<file path="src/rtl/arith_pkg.sv">
// Shared constants for the byte-serial arithmetic blocks.
//   ST_IDLE / ST_RUN : packet state encoding (no packet open / packet open)
//   OP_ADD / OP_SUB  : operation select carried on in_sub
package arith_pkg;

  localparam logic ST_IDLE = 1'b0;
  localparam logic ST_RUN  = 1'b1;

  localparam logic OP_ADD = 1'b0;
  localparam logic OP_SUB = 1'b1;

  localparam int unsigned DATA_W = 8;

endpackage

</file>
<file path="src/rtl/adder8bit.sv">
// Combinational 8-bit ripple adder with carry in/out.
//   a, b : operand bytes
//   cin  : carry in
//   sum  : result byte
//   cout : carry out
module adder8bit (
  input  logic [7:0] a,
  input  logic [7:0] b,
  input  logic       cin,
  output logic [7:0] sum,
  output logic       cout
);

  assign {cout, sum} = {1'b0, a} + {1'b0, b} + {8'b0, cin};

endmodule

</file>
<file path="src/rtl/serial_byte_adder.sv">
// Byte-serial multi-precision add/subtract controller around adder8bit.
// Operand byte pairs arrive LSB first over valid/ready; the carry is chained
// between bytes in a register and each result byte is held in a single-entry
// output register.
//   clk, rst_n                 : clock, async active-low reset
//   in_valid/in_ready          : input handshake
//   in_a, in_b                 : operand bytes
//   in_first, in_last, in_sub  : packet framing and operation (sub sampled on first)
//   out_valid/out_ready        : output handshake
//   out_sum, out_cout, out_ovf : result byte, carry out, signed overflow (MSB only)
//   out_last, out_idx          : MSB marker and byte index of the result
//   err                        : one-cycle pulse on a protocol error
module serial_byte_adder
  import arith_pkg::*;
#(
  parameter  int unsigned MAX_BYTES = 8,
  localparam int unsigned IDXW      = (MAX_BYTES > 1) ? $clog2(MAX_BYTES) : 1
) (
  input  logic            clk,
  input  logic            rst_n,
  input  logic            in_valid,
  output logic            in_ready,
  input  logic [7:0]      in_a,
  input  logic [7:0]      in_b,
  input  logic            in_first,
  input  logic            in_last,
  input  logic            in_sub,
  output logic            out_valid,
  input  logic            out_ready,
  output logic [7:0]      out_sum,
  output logic            out_cout,
  output logic            out_ovf,
  output logic            out_last,
  output logic [IDXW-1:0] out_idx,
  output logic            err
);

  logic            r_state;
  logic            r_carry;
  logic            r_sub;
  logic [IDXW-1:0] r_idx;

  logic            r_out_valid;
  logic [7:0]      r_out_sum;
  logic            r_out_cout;
  logic            r_out_ovf;
  logic            r_out_last;
  logic [IDXW-1:0] r_out_idx;

  logic            w_accept;
  logic            w_start;
  logic            w_sub;
  logic            w_cin;
  logic [IDXW-1:0] w_idx;
  logic [7:0]      w_b_eff;
  logic [7:0]      w_sum;
  logic            w_cout;
  logic            w_force_last;
  logic            w_last;
  logic            w_ovf;

  assign in_ready = !r_out_valid || out_ready;
  assign w_accept = in_valid && in_ready;

  // A byte in IDLE always opens a packet, even without in_first.
  assign w_start = (r_state == ST_IDLE) || in_first;
  assign w_sub   = w_start ? in_sub : r_sub;
  assign w_cin   = w_start ? in_sub : r_carry;
  assign w_idx   = w_start ? '0 : r_idx + 1'b1;
  assign w_b_eff = (w_sub == OP_SUB) ? ~in_b : in_b;

  adder8bit u_adder (
    .a    (in_a),
    .b    (w_b_eff),
    .cin  (w_cin),
    .sum  (w_sum),
    .cout (w_cout)
  );

  // A packet that reaches the last index without in_last is closed here.
  assign w_force_last = (w_idx == IDXW'(MAX_BYTES - 1)) && !in_last;
  assign w_last       = in_last || w_force_last;
  assign w_ovf        = w_last && (in_a[7] == w_b_eff[7]) && (w_sum[7] != in_a[7]);

  assign err = w_accept && (((r_state == ST_IDLE) && !in_first) ||
                            ((r_state == ST_RUN) && in_first) ||
                            w_force_last);

  always_ff @(posedge clk or negedge rst_n) begin
    if (!rst_n) begin
      r_state <= ST_IDLE;
      r_carry <= 1'b0;
      r_sub   <= 1'b0;
      r_idx   <= '0;
    end else if (w_accept) begin
      r_state <= w_last ? ST_IDLE : ST_RUN;
      r_carry <= w_cout;
      r_sub   <= w_sub;
      r_idx   <= w_idx;
    end
  end

  always_ff @(posedge clk or negedge rst_n) begin
    if (!rst_n) begin
      r_out_valid <= 1'b0;
      r_out_sum   <= 8'h00;
      r_out_cout  <= 1'b0;
      r_out_ovf   <= 1'b0;
      r_out_last  <= 1'b0;
      r_out_idx   <= '0;
    end else if (w_accept) begin
      r_out_valid <= 1'b1;
      r_out_sum   <= w_sum;
      r_out_cout  <= w_cout;
      r_out_ovf   <= w_ovf;
      r_out_last  <= w_last;
      r_out_idx   <= w_idx;
    end else if (out_ready) begin
      r_out_valid <= 1'b0;
    end
  end

  assign out_valid = r_out_valid;
  assign out_sum   = r_out_sum;
  assign out_cout  = r_out_cout;
  assign out_ovf   = r_out_ovf;
  assign out_last  = r_out_last;
  assign out_idx   = r_out_idx;

endmodule
</file>
<file path="config.mk">
export PLATFORM = sky130hd
export DESIGN_NAME = serial_byte_adder
export DESIGN_NICKNAME = d
export VERILOG_FILES = /design/src/rtl/arith_pkg.sv /design/src/rtl/adder8bit.sv /design/src/rtl/serial_byte_adder.sv
export SDC_FILE = /design/constraint.sdc
export NUM_CORES = 1
export LEC_CHECK = 0
export BUFFER_PORTS_ARGS = -buffer_cell sky130_fd_sc_hd__buf_2
export CAP_MARGIN = 15
export CORE_UTILIZATION = 40
export DETAILED_ROUTE_END_ITERATION = 10
export GPL_TIMING_DRIVEN = 0
export HOLD_SLACK_MARGIN = 0.1
export PLACE_DENSITY = 0.66
export SYNTH_ARGS = -nofsm -noshare
export SYNTH_HDL_FRONTEND = slang
export SYNTH_HIERARCHICAL = 1
export SYNTH_SLANG_ARGS = --single-unit
</file>
<file path="constraint.sdc">
create_clock -name clk -period 4.6 [get_ports clk]
set_input_delay 1.15 -clock clk [delete_from_list [all_inputs] [get_ports clk]]
set_output_delay 1.15 -clock clk [all_outputs]
set_load 0.05 [all_outputs]
</file>
==> key figures, run 1 <==
Global routing
  – Largest net degree at the start of global routing: 18
  – Initial antenna violation count: 0
  – GRT overflow: 0
  – Global-route wire length before repair: 4.28 mm
  – Gr usage total: 17.4%
  – Vias in the first global route: 1018

Layout
  – Final core occ: 52.0%
  – Register Area: 425 sq um
  – Area grow syn2layout: 21.9%
  – ANT cells: 0
  – Share of layout cells above drive strength 1: 28.7%
  – Multi-input logic area: 727 sq um
  – Fillers: 270
  – Nets@finish: 210

Critical path
  – WP buf/inv: 3
  – CP top delay family: buffers and inverters
  – Crit path from: out_ready
  – Crit. path cell count: 6
  – Worst R2R Start: r_state
  – CP max-delay cell: clkbuf_1
  – Cell mode on critical path: buf_2
  – Crit-path cells: buf_2 -> nand2b_1 -> nand2_1 -> clkbuf_1 -> nor2_1 -> buf_2
  – CP endpoint kind: primary output
  – CP max FO: 10
  – CP endpoint: err
  – Flop-to-flop setup slack: 1.78 ns
  – Arrival time at the worst endpoint: 2.42 ns
  – R2R cell count: 11
  – Kind of critical path: in2out
  – CP Data Required Time: 3.45 ns
  – Startpoint types: primary input
  – Reg2reg end: out_ovf
  – CP max stage delay: 0.43 ns

Timing
  – Worst slew margin: 67.6%
  – Fin crit share: 77.5%
  – Peak Freq: 280 MHz
  – Final hold vios: 0
  – Setup TNS Final: 0 ns
  – RSZ-0062 raised after global routing: no
  – Final setup violation count: 0
  – Clock Skew: 0.00344 ns
  – Fin. max-slew vios: 0
  – Measured slew at the worst slew-check pin: 0.476 ns
  – Tmin final: 3.57 ns

Routing
  – Routed WL per cell: 12.1 um
  – Drt pass-1 iters: 4
  – Vias per inst: 5.18
  – Metal3 WL: 120 um
  – Metal-1 WL: 1.05 mm
  – Post-DRT Antenna Nets: 0
  – Routed wire length: 2.48 mm
  – WL met2: 1.23 mm
  – Iteration-0 DRC Markers: 35
  – DRC Markers: 0
  – Vias: 1062
  – Max Used Layer: met4

Floorplanning
  – Die Wd: 56.5 um
  – Die area: 3190 sq um
  – CORE AREA: 2780 sq um
  – FP Rows: 19
  – Initial Utilization: 42.7%
  – Die Ht: 56.5 um
  – Top Ports: 40

Run status
  – Run status: finished clean

CTS
  – CTS Buffer Depth: 2
  – Post-CTS Resized: 0
  – TritonCTS clock tree: built
  – Clock slew at reported path FFs: 0.10 ns
  – Total CTS buffers: 3
  – Cts hold-fix bufs: 0
  – Clock H-tree levels: 1
  – CTS root buffer: clkbuf_4
  – Worst-skew pair later-pin latency: 0.30 ns
  – Clock Sinks: 17
  – Post-CTS setup buffer count: 0

Power
  – VDD IR-drop max: 0.000276 V
  – Total Power: 0.641 mW
  – PwrDens: 443 nW/um^2
  – Leak Pwr: 0.739 nW

Placed design
  – DP Wirelength: 1.96 mm
  – Gpl congestion: 0.785
  – Port bufs: 39

Synth
  – Leading area contributor after synthesis: dfrtp_1
  – Sequential area share after synthesis: 35.8%
  – Top FF cell, synth: dfrtp_1
  – Mapped Nets: 166
  – Synth Instances: 131
  – Ys Warns: 6
  – Mapped cell area: 1190 sq um
  – Post-synth ARST share: 100%
  – Largest cells by area after synthesis: dfrtp_1, nand2_1, ha_1
  – Avg Cell Area, Syn: 9.06 sq um
  – Area share of the largest cell type after synthesis: 35.8%
  – Flops & latches, synth: 17
  – Synth unique cells: 34
  – Post-synth EDFFs: 0

Run
  – Max_cap viols: 0

Min path
  – Hold Path Class: reg2reg
## worst reg2reg max path, stage by stage, from the launching register on
cell and delay (ns):
dfrtp_1 0.39, ha_1 0.22, mux2i_4 0.49, xnor2_1 0.13, ha_1 0.37, a21o_1 0.22
a21oi_2 0.18, o221a_2 0.20, o211ai_1 0.13, nor2b_1 0.16, mux2i_1 0.15, o31ai_1 0.08
## stage by stage
step,worst slack (ns),hold slack (ns),cells,cell area (sq um)
6_report,1.03,0.477,205,1450
5_1_grt,0.920,0.506,205,1450
4_1_cts,1.05,0.482,205,1450
3_5_place_dp,0.832,0.459,201,1420
3_3_place_gp,0.849,0.454,201,1420
2_1_floorplan,0.677,0.506,131,1190
## synthesized netlist by cell type, types with 2 or more instances
| cell | count |
|---|---|
| nor2_1 | 3 |
| ha_1 | 10 |
| dfrtp_1 | 17 |
| nand2b_1 | 4 |
| inv_1 | 5 |
| nand3_1 | 2 |
| a21o_1 | 2 |
| mux2_2 | 2 |
| xor2_1 | 2 |
| a21oi_1 | 6 |
| clkbuf_1 | 2 |
| fa_1 | 2 |
| nor3_1 | 2 |
| o21ai_0 | 5 |
| a311o_1 | 2 |
| nor2b_1 | 3 |
| nand2_1 | 36 |
| xnor2_1 | 10 |
## sequential cells by signal, summed over array words and instances, names as in the netlist
register,count
out_sum,8
r_carry,1
r_sub,1
out_ovf,1
out_last,1
out_valid,1
r_state,1
r_idx,3
## metal layers
layer | GRT usage (%) | up-vias
met1 | 19.7 | 489
met4 | 11.1 | 0
met2 | 30.1 | 39
li1 | - | 526
met3 | 2.53 | 8
met5 | 0 | -
## logic make-up after synthesis
kind of cell | Yosys count | share of synthesized area, %
simple gates | 54 | 19.9
fa+ha+maj | 12 | 13.9
xor+xnor | 13 | 10.2
compound gates | 22 | 12.5
buf+inv | 9 | 2.95
flops | 17 | 35.8
mux | 4 | 4.64
## cell type report
cell class                 instances  area share, %
clock buffer                       4           1.82
inverter                           6           1.56
tap                               31           2.68
sequential                        17           29.4
buffer                             3          0.864
multi-input combinational        105           50.2
timing repair buffer              39           13.5
## layout by cell type, fill, tap and decap left out, drive strengths merged, types with 2 or more instances in the layout
cell type / netlist / layout
buf: 1 / 40
nand2: 36 / 36
dfrtp: 17 / 17
xnor2: 11 / 11
ha: 10 / 10
a21oi: 7 / 7
inv: 6 / 6
clkbuf: 2 / 6
o21ai: 5 / 5
nand2b: 4 / 4
nor2: 3 / 3
nor2b: 3 / 3
nor3: 2 / 2
mux2: 2 / 2
nand3: 2 / 2
a21o: 2 / 2
a311o: 2 / 2
xor2: 2 / 2
fa: 2 / 2
mux2i: 2 / 2
## power breakdown
group / internal (mW) / switching [mW]
Combinational: 0.114 / 0.240
Sequential: 0.184 / 0.0194
Clock: 0.0338 / 0.0491
Total: 0.333 / 0.309
## worst min path at each step
stage / start / endpoint / cells past startpoint
2_1_floorplan: r_sub / r_sub / 2
3_3_place_gp: out_sum[5] / out_sum[5] / 2
3_5_place_dp: out_sum[5] / out_sum[5] / 2
4_1_cts: out_sum[5] / out_sum[5] / 2
5_1_grt: out_sum[7] / out_sum[7] / 2
6_report: out_sum[0] / out_sum[0] / 2
(Power assumes the default switching activity.)
==> run 2: changes to the inputs <==
- PLACE_DENSITY: 0.66 -> 0.68
- clock period: 4.6 -> 2.9 ns (I/O delays scaled with it)
==> run 2 against run 1 <==
Against the previous run: flip-flop and latch count is the same; cell count grew 2.0%; sequential share of layout area shrank 1.8 points; first-iteration DRC count shrank 29%; worst setup slack lost 0.90 ns; power grew 65%; clock power grew 52%; sequential power grew 59%; worst hold slack lost 0.13 ns; critical path type is now in2reg.
==> key figures, run 2 (same netlist as run 1, synthesis figures left out) <==
Critical path
  – WP buf/inv: 3
  – CP Data Required Time: 3.10 ns
  – CP max-delay cell: ha_2
  – CP top delay family: compound AO/OA/AOI/OAI gates
  – CP max FO: 7
  – CP max stage delay: 0.32 ns
  – Arrival time at the worst endpoint: 2.96 ns
  – Startpoint types: primary input
  – Kind of critical path: in2reg
  – Crit-path cells: buf_2 -> inv_4 -> ha_4 -> mux2i_4 -> buf_12 -> xnor2_1 -> ha_2 -> a21o_1 -> a21oi_2 -> o221a_2 -> o211ai_1 -> nor2b_1 -> mux2i_1 -> o31ai_1
  – CP endpoint kind: flip-flop

Routing
  – Routed wire length: 2.59 mm
  – Post-DRT Antenna Nets: 0
  – Vias: 1063
  – Iteration-0 DRC Markers: 25
  – Drt pass-1 iters: 4
  – Vias per inst: 5.09
  – Routed WL per cell: 12.4 um
  – DRC Markers: 0

Power
  – VDD IR-drop max: 0.000411 V
  – Leak Pwr: 0.769 nW
  – Sw Pwr: 0.505 mW
  – Sw frac: 47.8%
  – PwrDens: 686 nW/um^2
  – Comb pwr share: 57.3%
  – Internal Pwr Total: 0.552 mW
  – Total Power: 1.06 mW
  – Clock power frac: 11.9%
  – Reg power frac: 30.8%

Layout
  – Fillers: 292
  – ANT cells: 0
  – Commonest non-fill, non-tap cells in the layout: buf_2, nand2_1, dfrtp_1, xnor2_1, ha_1
  – Final core occ: 55.4%
  – Nets@finish: 214
  – Design Area, Final: 1540 sq um
  – Share of layout cells above drive strength 1: 36.0%
  – Area grow syn2layout: 29.8%
  – Largest register FFs: 8
  – Most common cell after layout, fill and taps aside: buf_2

Timing
  – RSZ-0062 raised after global routing: no
  – Worst slew margin: 67.0%
  – Fin crit share: 95.3%
  – Clock Skew: 0.00230 ns
  – Setup TNS Final: 0 ns
  – Tmin final: 2.76 ns
  – Peak Freq: 362 MHz
  – Measured slew at the worst slew-check pin: 0.495 ns
  – Fin. max-slew vios: 0
  – Post-route worst setup slack: 0.136 ns
  – Final setup violation count: 0
  – Final hold vios: 0

CTS
  – Clock slew at reported path FFs: 0.10 ns
  – Worst-skew pair later-pin latency: 0.29 ns
  – Clock H-tree levels: 1
  – Clock Sinks: 17
  – CTS Buffer Depth: 2
  – Cts hold-fix bufs: 0
  – Total CTS buffers: 3
  – CTS root buffer: clkbuf_4
  – TritonCTS clock tree: built

Floorplanning
  – FP Rows: 19
  – Die Wd: 56.5 um
  – CORE AREA: 2780 sq um
  – Top Ports: 40
  – Initial Utilization: 42.7%
  – Die area: 3190 sq um
  – Die Ht: 56.5 um

Min path
  – Hold Path Class: in2async

Global routing
  – Global-route wire length before repair: 4.31 mm
  – Initial antenna violation count: 0
  – Gr usage total: 17.3%
  – Vias in the first global route: 1014
  – Largest net degree at the start of global routing: 18
  – GRT overflow: 0

Placed design
  – Gpl congestion: 0.849
  – DP Area: 1450 sq um
  – DP Wirelength: 2.01 mm
  – Dpl ws: -0.398 ns
  – Port bufs: 39

Run status
  – Run status: finished clean

Run
  – Max_cap viols: 0
run 2: final cells by class:
type | count | area [sq um] | share of cell area [%]
buffer | 3 | 12.5 | 0.812
multi-input combinational | 105 | 774 | 50.2
sequential | 17 | 425 | 27.6
clock buffer | 3 | 22.5 | 1.46
inverter | 6 | 25.0 | 1.62
timing repair buffer | 43 | 238 | 15.4
clock inverter | 1 | 5.00 | 0.325
tap | 31 | 38.8 | 2.52
run 2: final timing paths:
kind | startpoint | end | slack (ns) | cells past startpoint
worst max-delay path | in_first | out_ovf | 0.14 | 14
worst min-delay path | rst_n | out_valid | 0.35 | 1
worst max register to register | r_state | out_ovf | 0.26 | 13
worst min register to register | out_sum[1] | out_sum[1] | 0.47 | 2
max in group asynchronous | rst_n | r_state | 2.28 | 1
min in group clk | out_sum[1] | out_sum[1] | 0.47 | 2
run 2: layer usage:
layer / track usage, % / routed length (um) / share of wire [%] / up-vias
met5: 0 / 0 / 0 / -
met4: 7.32 / 27 / 1.0 / 0
met3: 2.07 / 122 / 4.7 / 2
met2: 30.4 / 1310 / 51 / 32
met1: 21.2 / 1120 / 43 / 490
li1: - / - / - / 539
run 2: power by group through the flow:
stage | logic [mW] | registers [mW] | clock network (mW)
floorplan | 0.263 | 0.514 | 0
global placement | 0.565 | 0.328 | 0
detailed placement | 0.578 | 0.332 | 0
CTS | 0.596 | 0.326 | 0.132
global route | 0.656 | 0.333 | 0.139
finish | 0.606 | 0.325 | 0.126
run 2: per-stage QoR:
step                hold WS, ns  std cells
floorplan                 0.429        131
global placement          0.453        201
detailed placement        0.458        201
CTS                       0.352        208
global route              0.362        209
finish                    0.347        209
run 2: repair_timing:
action / 4_1_cts / 5_1_grt
gates resized for setup: 0 / 3
setup buffers: 3 / 1
setup endpoints to repair: 1 / 1
pin swaps: 0 / 1
cloned: 0 / 0
